--- config.mk ---
export PLATFORM = sky130hd
export DESIGN_NAME = rx_frame_sequencer_flat
export DESIGN_NICKNAME = d
export VERILOG_FILES = /design/src/rtl/rx_frame_sequencer_if.sv /design/src/rtl/rx_frame_sequencer.sv /design/src/flat_wrapper.sv
export SDC_FILE = /design/constraint.sdc
export NUM_CORES = 1
export LEC_CHECK = 0
export BUFFER_PORTS_ARGS = -buffer_cell sky130_fd_sc_hd__buf_2
export CAP_MARGIN = 20
export CORE_MARGIN = 5
export CORE_UTILIZATION = 35
export CTS_BUF_LIST = sky130_fd_sc_hd__clkbuf_8
export CTS_CLUSTER_DIAMETER = 30
export DETAILED_ROUTE_END_ITERATION = 10
export GPL_ROUTABILITY_DRIVEN = 0
export PLACE_DENSITY = 0.57
export SLEW_MARGIN = 5
export SYNTH_ARGS = -nofsm -noshare
export SYNTH_HDL_FRONTEND = slang
export SYNTH_SLANG_ARGS = --single-unit
--- constraint.sdc ---
create_clock -name clk -period 3 [get_ports clk]
set_input_delay 0.3 -clock clk [delete_from_list [all_inputs] [get_ports clk]]
set_output_delay 0.3 -clock clk [all_outputs]
set_load 0.02 [all_outputs]
--- src/rtl/rx_frame_sequencer_if.sv ---
// Bus bundle between the RX frame sequencer and its environment: RX word stream,
// frame-buffer write port, checker handshake and frame statistics.
interface rx_frame_sequencer_if #(
    parameter int DATA_WIDTH = 64,
    parameter int CTRL_WIDTH = 8
);
    logic [DATA_WIDTH-1:0] i_rx_data;
    logic [CTRL_WIDTH-1:0] i_rx_ctrl;
    logic                  o_cap_we;
    logic [7:0]            o_cap_addr;
    logic [DATA_WIDTH-1:0] o_cap_data;
    logic                  o_chk_start;
    logic [10:0]           o_chk_len;
    logic                  i_chk_done;
    logic [3:0]            i_chk_err;
    logic                  o_busy;
    logic [15:0]           o_good_cnt;
    logic [15:0]           o_bad_cnt;
    logic [15:0]           o_drop_cnt;

    // Checker handshake: o_chk_start is a one-cycle pulse carrying o_chk_len; the
    // checker answers with a one-cycle i_chk_done qualifying i_chk_err, and any
    // i_chk_done seen while no check is outstanding is ignored.
    modport master (
        output i_rx_data, i_rx_ctrl, i_chk_done, i_chk_err,
        input  o_cap_we, o_cap_addr, o_cap_data, o_chk_start, o_chk_len,
               o_busy, o_good_cnt, o_bad_cnt, o_drop_cnt
    );

    modport slave (
        input  i_rx_data, i_rx_ctrl, i_chk_done, i_chk_err,
        output o_cap_we, o_cap_addr, o_cap_data, o_chk_start, o_chk_len,
               o_busy, o_good_cnt, o_bad_cnt, o_drop_cnt
    );
endinterface

--- src/rtl/rx_frame_sequencer.sv ---
// Captures start..terminate frames from a lane-oriented RX stream into a word buffer,
// triggers an external checker on length-valid frames and keeps good/bad/drop counts.
module rx_frame_sequencer #(
    parameter int          DATA_WIDTH  = 64,
    parameter int          CTRL_WIDTH  = 8,
    parameter logic [7:0]  IDLE_CODE   = 8'h07,
    parameter logic [7:0]  START_CODE  = 8'hFB,
    parameter logic [7:0]  TERM_CODE   = 8'hFD,
    parameter int          MIN_LEN     = 73,
    parameter int          MAX_LEN     = 1527,
    parameter int          MAX_WORDS   = 191,
    parameter int          CHK_TIMEOUT = 255
) (
    input  logic               clk,
    input  logic               i_rst,
    rx_frame_sequencer_if.slave bus
);
    localparam int         LANE_W      = $clog2(CTRL_WIDTH);
    localparam logic [7:0] MAX_WORDS_W = 8'(MAX_WORDS);
    localparam logic [7:0] TIMEOUT_W   = 8'(CHK_TIMEOUT);
    localparam logic [10:0] MIN_LEN_W  = 11'(MIN_LEN);
    localparam logic [10:0] MAX_LEN_W  = 11'(MAX_LEN);

    typedef enum logic [2:0] {IDLE, CAPTURE, CHECK, WAIT, DROP} state_t;

    state_t                state_q, state_d;
    logic [7:0]            word_cnt_q, word_cnt_d;
    logic [7:0]            wait_cnt_q, wait_cnt_d;
    logic                  cap_we_q, cap_we_d;
    logic [7:0]            cap_addr_q, cap_addr_d;
    logic [DATA_WIDTH-1:0] cap_data_q, cap_data_d;
    logic                  chk_start_q, chk_start_d;
    logic [10:0]           chk_len_q, chk_len_d;
    logic                  busy_q, busy_d;
    logic [15:0]           good_q, good_d;
    logic [15:0]           bad_q, bad_d;
    logic [15:0]           drop_q, drop_d;

    logic                  start_word;
    logic                  idle_word;
    logic                  ctrl_found;
    logic [LANE_W-1:0]     ctrl_lane;
    logic [7:0]            ctrl_byte;
    logic [10:0]           frame_len;

    function automatic logic [15:0] sat_inc(input logic [15:0] v);
        return (v == 16'hFFFF) ? v : v + 16'd1;
    endfunction

    // The lowest control lane decides the word: a terminate there ends the frame,
    // any other control character before a terminate is a protocol error.
    always_comb begin
        start_word = bus.i_rx_ctrl[0] && (bus.i_rx_data[7:0] == START_CODE);
        idle_word  = 1'b1;
        ctrl_found = 1'b0;
        ctrl_lane  = '0;
        ctrl_byte  = '0;
        for (int k = CTRL_WIDTH - 1; k >= 0; k--) begin
            if (!bus.i_rx_ctrl[k] || (bus.i_rx_data[8*k +: 8] != IDLE_CODE)) begin
                idle_word = 1'b0;
            end
            if (bus.i_rx_ctrl[k]) begin
                ctrl_found = 1'b1;
                ctrl_lane  = LANE_W'(k);
                ctrl_byte  = bus.i_rx_data[8*k +: 8];
            end
        end
        frame_len = 11'(word_cnt_q) * 11'(CTRL_WIDTH) + 11'(ctrl_lane) + 11'd1;
    end

    always_comb begin
        state_d     = state_q;
        word_cnt_d  = word_cnt_q;
        wait_cnt_d  = wait_cnt_q;
        cap_we_d    = 1'b0;
        cap_addr_d  = cap_addr_q;
        cap_data_d  = cap_data_q;
        chk_start_d = 1'b0;
        chk_len_d   = chk_len_q;
        good_d      = good_q;
        bad_d       = bad_q;
        drop_d      = drop_q;

        case (state_q)
            IDLE: begin
                if (start_word) begin
                    cap_we_d   = 1'b1;
                    cap_addr_d = '0;
                    cap_data_d = bus.i_rx_data;
                    word_cnt_d = 8'd1;
                    state_d    = CAPTURE;
                end
            end
            CAPTURE: begin
                cap_we_d   = 1'b1;
                cap_addr_d = word_cnt_q;
                cap_data_d = bus.i_rx_data;
                word_cnt_d = word_cnt_q + 8'd1;
                if (ctrl_found && (ctrl_byte != TERM_CODE)) begin
                    state_d = DROP;
                    drop_d  = sat_inc(drop_q);
                end else if (ctrl_found) begin
                    if ((frame_len >= MIN_LEN_W) && (frame_len <= MAX_LEN_W)) begin
                        state_d     = CHECK;
                        chk_start_d = 1'b1;
                        chk_len_d   = frame_len;
                    end else begin
                        state_d = DROP;
                        drop_d  = sat_inc(drop_q);
                    end
                end else if (word_cnt_d == MAX_WORDS_W) begin
                    state_d = DROP;
                    drop_d  = sat_inc(drop_q);
                end
            end
            CHECK: begin
                state_d    = WAIT;
                wait_cnt_d = '0;
                if (start_word) drop_d = sat_inc(drop_q);
            end
            WAIT: begin
                if (start_word) drop_d = sat_inc(drop_q);
                // A done arriving on the timeout cycle still reports the checker verdict.
                if (bus.i_chk_done) begin
                    if (bus.i_chk_err == 4'd0) good_d = sat_inc(good_q);
                    else                       bad_d  = sat_inc(bad_q);
                    state_d = IDLE;
                end else if (wait_cnt_q == TIMEOUT_W) begin
                    bad_d   = sat_inc(bad_q);
                    state_d = IDLE;
                end else begin
                    wait_cnt_d = wait_cnt_q + 8'd1;
                end
            end
            DROP: begin
                if (idle_word) state_d = IDLE;
            end
            default: state_d = IDLE;
        endcase

        busy_d = (state_d != IDLE);
    end

    always_ff @(posedge clk) begin
        if (i_rst) begin
            state_q     <= IDLE;
            word_cnt_q  <= '0;
            wait_cnt_q  <= '0;
            cap_we_q    <= 1'b0;
            cap_addr_q  <= '0;
            cap_data_q  <= '0;
            chk_start_q <= 1'b0;
            chk_len_q   <= '0;
            busy_q      <= 1'b0;
            good_q      <= '0;
            bad_q       <= '0;
            drop_q      <= '0;
        end else begin
            state_q     <= state_d;
            word_cnt_q  <= word_cnt_d;
            wait_cnt_q  <= wait_cnt_d;
            cap_we_q    <= cap_we_d;
            cap_addr_q  <= cap_addr_d;
            cap_data_q  <= cap_data_d;
            chk_start_q <= chk_start_d;
            chk_len_q   <= chk_len_d;
            busy_q      <= busy_d;
            good_q      <= good_d;
            bad_q       <= bad_d;
            drop_q      <= drop_d;
        end
    end

    assign bus.o_cap_we    = cap_we_q;
    assign bus.o_cap_addr  = cap_addr_q;
    assign bus.o_cap_data  = cap_data_q;
    assign bus.o_chk_start = chk_start_q;
    assign bus.o_chk_len   = chk_len_q;
    assign bus.o_busy      = busy_q;
    assign bus.o_good_cnt  = good_q;
    assign bus.o_bad_cnt   = bad_q;
    assign bus.o_drop_cnt  = drop_q;
endmodule

--- src/flat_wrapper.sv ---
// flat-port wrapper written by rule: the top's interface ports become plain ports
module rx_frame_sequencer_flat 
#(
    parameter int          DATA_WIDTH  = 64,
    parameter int          CTRL_WIDTH  = 8,
    parameter logic [7:0]  IDLE_CODE   = 8'h07,
    parameter logic [7:0]  START_CODE  = 8'hFB,
    parameter logic [7:0]  TERM_CODE   = 8'hFD,
    parameter int          MIN_LEN     = 73,
    parameter int          MAX_LEN     = 1527,
    parameter int          MAX_WORDS   = 191,
    parameter int          CHK_TIMEOUT = 255
)
  (clk, i_rst, bus_i_rx_data, bus_i_rx_ctrl, bus_i_chk_done, bus_i_chk_err, bus_o_cap_we, bus_o_cap_addr, bus_o_cap_data, bus_o_chk_start, bus_o_chk_len, bus_o_busy, bus_o_good_cnt, bus_o_bad_cnt, bus_o_drop_cnt);
  rx_frame_sequencer_if #(.DATA_WIDTH(DATA_WIDTH), .CTRL_WIDTH(CTRL_WIDTH)) bus_i ();
  input  logic clk;
  input  logic i_rst;
  input wire logic [$bits(bus_i.i_rx_data)-1:0] bus_i_rx_data;
  input wire logic [$bits(bus_i.i_rx_ctrl)-1:0] bus_i_rx_ctrl;
  input wire logic [$bits(bus_i.i_chk_done)-1:0] bus_i_chk_done;
  input wire logic [$bits(bus_i.i_chk_err)-1:0] bus_i_chk_err;
  output wire logic [$bits(bus_i.o_cap_we)-1:0] bus_o_cap_we;
  output wire logic [$bits(bus_i.o_cap_addr)-1:0] bus_o_cap_addr;
  output wire logic [$bits(bus_i.o_cap_data)-1:0] bus_o_cap_data;
  output wire logic [$bits(bus_i.o_chk_start)-1:0] bus_o_chk_start;
  output wire logic [$bits(bus_i.o_chk_len)-1:0] bus_o_chk_len;
  output wire logic [$bits(bus_i.o_busy)-1:0] bus_o_busy;
  output wire logic [$bits(bus_i.o_good_cnt)-1:0] bus_o_good_cnt;
  output wire logic [$bits(bus_i.o_bad_cnt)-1:0] bus_o_bad_cnt;
  output wire logic [$bits(bus_i.o_drop_cnt)-1:0] bus_o_drop_cnt;
  assign bus_i.i_rx_data = bus_i_rx_data;
  assign bus_i.i_rx_ctrl = bus_i_rx_ctrl;
  assign bus_i.i_chk_done = bus_i_chk_done;
  assign bus_i.i_chk_err = bus_i_chk_err;
  assign bus_o_cap_we = bus_i.o_cap_we;
  assign bus_o_cap_addr = bus_i.o_cap_addr;
  assign bus_o_cap_data = bus_i.o_cap_data;
  assign bus_o_chk_start = bus_i.o_chk_start;
  assign bus_o_chk_len = bus_i.o_chk_len;
  assign bus_o_busy = bus_i.o_busy;
  assign bus_o_good_cnt = bus_i.o_good_cnt;
  assign bus_o_bad_cnt = bus_i.o_bad_cnt;
  assign bus_o_drop_cnt = bus_i.o_drop_cnt;
  rx_frame_sequencer #(.DATA_WIDTH(DATA_WIDTH), .CTRL_WIDTH(CTRL_WIDTH), .IDLE_CODE(IDLE_CODE), .START_CODE(START_CODE), .TERM_CODE(TERM_CODE), .MIN_LEN(MIN_LEN), .MAX_LEN(MAX_LEN), .MAX_WORDS(MAX_WORDS), .CHK_TIMEOUT(CHK_TIMEOUT)) u_core (.clk(clk), .i_rst(i_rst), .bus(bus_i));
endmodule
Word-level counts from Yosys, hierarchy flattened
Cells that the tools add are included.

Memories kept: 0. Bits in latches: 0. Bits in registers: 153. RAM bits: 0. Memory bits (read-only): 0.

Bitwise operators: 4. Reductions and logical operators: 34. Muxes and demuxes: 64. Divide/modulo/power cells: 0. Order comparisons: 2. Add/sub/neg operators: 7. $mul: 0. Eq/ne operators: 26. Shift-type cells: 0.

Operator list (number): $mux 16 (10); $pmux 64 s2 (1); $mux 8 (12); $mux 64 (1); $ne 8x3->1 const B (8); $add 16x1->16 const B (3); $eq 16x16->1 const B (3); $mux 3 (16); $pmux 8 s2 (3); $pmux 16 s2 (1); $eq 8x8->1 const B (3); $mux 1 (18); $add 8x1->8 const B (2); $pmux 3 s5 (1); $reduce_and 4->1 (3); $add 11x1->11 const B (1); $add 11x3->11 (1); $ge 11x7->1 const B (1); $le 11x11->1 const B (1); $logic_not 1->1 (8); $logic_or 1x1->1 (8); $ne 8x8->1 const B (1); $reduce_bool 2->1 (4); $eq 3x2->1 const B (2); 16 further kinds (25).

Depth between registers and ports, before layout
Depth after elaboration: 17. Depth in mapped cells: 15. Depth with buffers taken out: 12.

Least setup slack after synthesis
Ideal clock, no wire load.

Path type: input to register. From: input bus_i_rx_ctrl[5]. To: register u_core.drop_q[3] (netlist: u_core.bus.o_drop_cnt[3]). Library setup time: 0.123 ns. Arrival: 2.972 ns. Cell stages on the path: 11. Required time: 2.877 ns. Path slack: -0.096 ns. Path through: clkbuf_1 nor2_1 o21a_1 o31a_1 ha_1 xnor2_1 a41oi_1 o32a_1 o2111ai_1 and4_1 mux2_1.

Word-level cells in the longest chain between the ends: 12. Elaborated cells between the ends (all ways): 31.

RTL lines: start, declared (RTL line flat_wrapper.sv:19) `input wire logic [$bits(bus_i.i_rx_ctrl)-1:0] bus_i_rx_ctrl;`; $mux 3 (6 in series) (RTL line rx_frame_sequencer.sv:62) `if (bus.i_rx_ctrl[k]) begin`; $add 11x3->11 (RTL line rx_frame_sequencer.sv:68) `frame_len = 11'(word_cnt_q) * 11'(CTRL_WIDTH) + 11'(ctrl_lane) + 11'd1;`; $add 11x1->11 (RTL line rx_frame_sequencer.sv:68); $ge 11x7->1 / $le 11x11->1 (equally long branches) (RTL line rx_frame_sequencer.sv:103) `if ((frame_len >= MIN_LEN_W) && (frame_len <= MAX_LEN_W)) begin`; $logic_and 1x1->1 (RTL line rx_frame_sequencer.sv:103); $ne 4x4->1 (no line); $reduce_and 4->1 (no line); end signal, assigned (RTL line rx_frame_sequencer.sv:170) `drop_q <= drop_d;`; end, declared (RTL line rx_frame_sequencer.sv:37) `logic [15:0] drop_q, drop_d;`.

Several ways; a longest one is shown, not always the timed one. A chain may end at the register's enable or synchronous reset.

Final worst setup path
From: register u_core.word_cnt_q[0]. To: register u_core.drop_q[12] (netlist: u_core.bus.o_drop_cnt[12]).

Word-level cells in the longest chain between the ends: 6. Elaborated cells between the ends (all ways): 10.

RTL lines: start, declared (RTL line rx_frame_sequencer.sv:27) `logic [7:0] word_cnt_q, word_cnt_d;`; start signal, assigned (RTL line rx_frame_sequencer.sv:160) `word_cnt_q <= word_cnt_d;`; $add 11x3->11 (RTL line rx_frame_sequencer.sv:68); $add 11x1->11 (RTL line rx_frame_sequencer.sv:68); $ge 11x7->1 / $le 11x11->1 (equally long branches) (RTL line rx_frame_sequencer.sv:103); $logic_and 1x1->1 (RTL line rx_frame_sequencer.sv:103); $ne 4x4->1 (no line); $reduce_and 4->1 (no line) *.

Every way passes the cells marked *; elsewhere a longest branch is shown, timed or not.

==> flow_summary.toml <==
[setup_path]
crit_top_cell = "buf_4"
crit_chain = "ha_1 -> nand2_1 -> or3_1 -> nand4_1 -> o31ai_1 -> a31oi_1 -> buf_4 -> o2111ai_2 -> buf_4 -> buf_12 -> nand3_1 -> mux2_2"
r2r_start = "u_core.word_cnt_q[0]"
worstPathMaxFanout = 8
worst_path_max_delay_cell = "or3_1"
timing.rr.end = "u_core.bus.o_drop_cnt[12]"
worst_setup_path_start_kind = "flip-flop"
critPathRequiredTime_ps = 3340
rr_worst_depth = 12
worst-setup-path-type = "reg2reg"
timing.critical_path.to_type = "flip-flop"
stage_delay_of_the_slowest_cell_on_the_critical_path_ps = 360
critPathArrivalTime_ps = 3040
cpLargestDelayFamily = "simple AND/OR/NAND/NOR gates"
r2r_setup_slack_ps = 300
worst-path-buf-inv = 3

[synth]
syn_nets = 986
synth-simple-area-share_pct = 28.6
postSynthRegisterBits = 153
synth_edf_count = 0
synth_compound_gate_area_share_pct = 16.9
yosysWarnings = 0
ys.flop_type = "dfxtp_1"
async_reset_ff_share_pct = 0
synth_top_family_by_area = "simple AND/OR/NAND/NOR gates"
multiplexer_share_of_the_synthesized_area_pct = 0.910
post_synth_fa_ha_maj_area_fraction_pct = 1.58
ys_types = 66
synth_xor_area_share_pct = 4.90
seq_area_frac_synth_pct = 42.9
post_synth.cell_area_avg_sq_um = 7.96
syn-instance-count = 898
syn-cell-area_sq_um = 7150

[floorplan]
floorplan.die.width_microns = 153
fp.coreArea_sq_um = 20200
io-pin-count = 213
initial_utilization_pct = 35.4
die-area_sq_um = 23400
fp.dieH_microns = 153
placement_rows = 52

[finish]
layout_common_cells = "buf_2 (211), nand2_1 (165), dfxtp_1 (153)"
layout_area_overhead_pct = 29.8
final_layout_size_suffix_gt1_share_pct = 28.1
finalNetCount = 1219
n_fill_cell = 2070
postLayoutCoreUtil_pct = 46.0
layout_commonest_cell = "buf_2"

[clock_tree]
cts_post_setup_buffers_inserted = 0
tritoncts = "yes"
clk_pin_slew_worst_paths_ps = 90
cts-root-buf = "clkbuf_8"
cts.repair.resized = 0
clock_path_buffers = 2
postCtsHoldBufs = 0
clk-insertion-delay-late_ps = 460
cts.htree.levels = 4
tritoncts.num_buffers = 17
clock_sink_count = 153

[global_route]
grt_residual_overflow = 0
gr-usage-met3_pct = 6.67
met2_usage_pct = 30.4
pin_count_of_the_biggest_net_entering_global_routing = 58
grt.met1_usage_pct = 26.0
global_route.peak_usage_layer = "met2"
first_global_vias = 6881
global_route_wire_length_before_repair_microns = 37300
grtUsageTotal_pct = 19.6
grt_antenna_before_repair = 6

[power_and_ir_drop]
max-vdd-ir-drop_mv = 0.248
total_power_mw = 3.99
total_leakage_power_nw = 3.86
pwr_density_cell_nw_per_um2 = 430

[worst_hold_path]
hold-path-endpoint = "u_core.bus.o_cap_data[8]"
hold_path_startpoint = "bus_i_rx_data[8]"
hold_path_class = "in2reg"
min_delay_path_depth = 3

[timing]
fmaxAchievable_mhz = 371
report.final.slew_viol_count = 0
fin_ws_ps = 305
layout_worst_path_cycle_share_pct = 89.8
unrepaired_setup_endpoints_after_global_routing = "no"
finalCriticalPeriod_ps = 2700
setup_viol_count_final = 0
worst_slew_margin_rel_pct = 54.3
setup_clock_skew_after_layout_ps = 15.4
final-hold-violation-count = 0
setup_tns_ps = 0
tightest_slew_ps = 683

[route]
drt_first_pass_iters = 5
drt_iter0_markers = 442
wl_per_cell_microns = 16.5
drt_wl_total_microns = 23300
routed-via-count = 7258
via_count_normalized_by_instance_count = 5.12
detail_route.drc_violations = 0
antenna_violating_nets_post_route = 0

[place]
place.port_buffers = 212
dpl_worst_slack_ps = -126
hpwl_microns = 17700

[run]
max-cap-violations = 0

[status]
outcome = "complete, no violations"
==> tightest hold or removal path, cell delays in order <==
cell and delay [ps]:
buf_2 110, nand2_1 50, a21oi_1 50
==> layout make-up <==
class / instances / area, sq um / share of cell area (%)
multi-input cells: 669 / 3800 / 41.0
flip-flops and latches: 153 / 3060 / 33.0
repair buffers: 272 / 1560 / 16.9
well taps: 270 / 338 / 3.64
clock buffers: 21 / 289 / 3.11
clock inverters: 11 / 146 / 1.58
inverters: 18 / 67.6 / 0.728
diodes: 3 / 7.51 / 0.0809
==> per-layer routing <==
layer / routed length, microns / share of wire [%]
met5: 41 / 0.18
met4: 443 / 1.9
met3: 1710 / 7.3
met2: 10700 / 46
met1: 10400 / 45
==> sequential cells by signal (all words and copies together), names as in the netlist <==
signal / cells
u_core.bus.o_busy: 1
u_core.bus.o_drop_cnt: 16
u_core.bus.o_good_cnt: 16
u_core.bus.o_cap_data: 64
u_core.wait_cnt_q: 8
u_core.bus.o_bad_cnt: 16
u_core.bus.o_chk_len: 11
u_core.word_cnt_q: 8
u_core.state_q: 3
u_core.bus.o_chk_start: 1
u_core.bus.o_cap_addr: 8
u_core.bus.o_cap_we: 1
==> worst max path at each step <==
stage	from	end	slack (ps)	depth (start not counted)
after CTS	u_core.word_cnt_q[4]	u_core.bus.o_chk_len[4]	330	11
after global placement	bus_i_rx_ctrl[1]	u_core.bus.o_drop_cnt[10]	-100	10
after floorplan	bus_i_rx_ctrl[0]	u_core.bus.o_drop_cnt[10]	20	11
after global routing	u_core.word_cnt_q[0]	u_core.bus.o_drop_cnt[12]	110	12
final	u_core.word_cnt_q[0]	u_core.bus.o_drop_cnt[12]	300	12
after detailed placement	bus_i_rx_ctrl[1]	u_core.bus.o_drop_cnt[10]	-130	10
==> synthesized netlist by cell type, drive strengths merged, types with 3 or more instances <==
cell    count  area share [%]
a21oi      97             6.8
o31ai       7            0.74
a311oi      4            0.49
a31o        4            0.49
ha          9             1.6
nand4b      3            0.37
and3       19             1.7
o21ai      27             1.9
nor3       14             1.1
inv        18            0.95
a211oi     11             1.2
or4         6            0.68
dfxtp     153              43
nand2     165             8.7
clkbuf     50             2.6
nand3      25             1.8
buf         8            0.74
mux2        4            0.63
nor4       16             1.9
nor2b       7            0.61
nor4b       4            0.49
xor2       21             2.6
a21boi      3            0.32
a31oi       6            0.53
or3        13             1.1
nand4      23             2.0
xnor2      19             2.3
nor2       94             4.9
nand2b      6            0.53
and2        4            0.35
o21a        4            0.42
and4        9             1.1
a22oi       8            0.84
==> power breakdown <==
group,internal [mW],switching [mW]
clock network,0.910,0.806
logic,0.0987,0.147
registers,2.03,0.000923
total,3.04,0.954
==> stage by stage <==
step                      hold WS, ps  cell area [sq um]  instances
after floorplan                   436               7160        898
after detailed placement          444               8840       1382
after CTS                        57.5               9270       1414
final                            77.9               9280       1417
after global placement            440               8840       1382
after global routing             59.9               9280       1417
==> kinds of logic after synthesis <==
logic type	Yosys count
AO/OA/AOI/OAI	196
XOR/XNOR	40
adder cells (fa/ha/maj)	9
buffers and inverters	76
flip-flops	153
multiplexers	6
AND/OR/NAND/NOR	418
No activity file was read; power rests on OpenSTA's default activity.
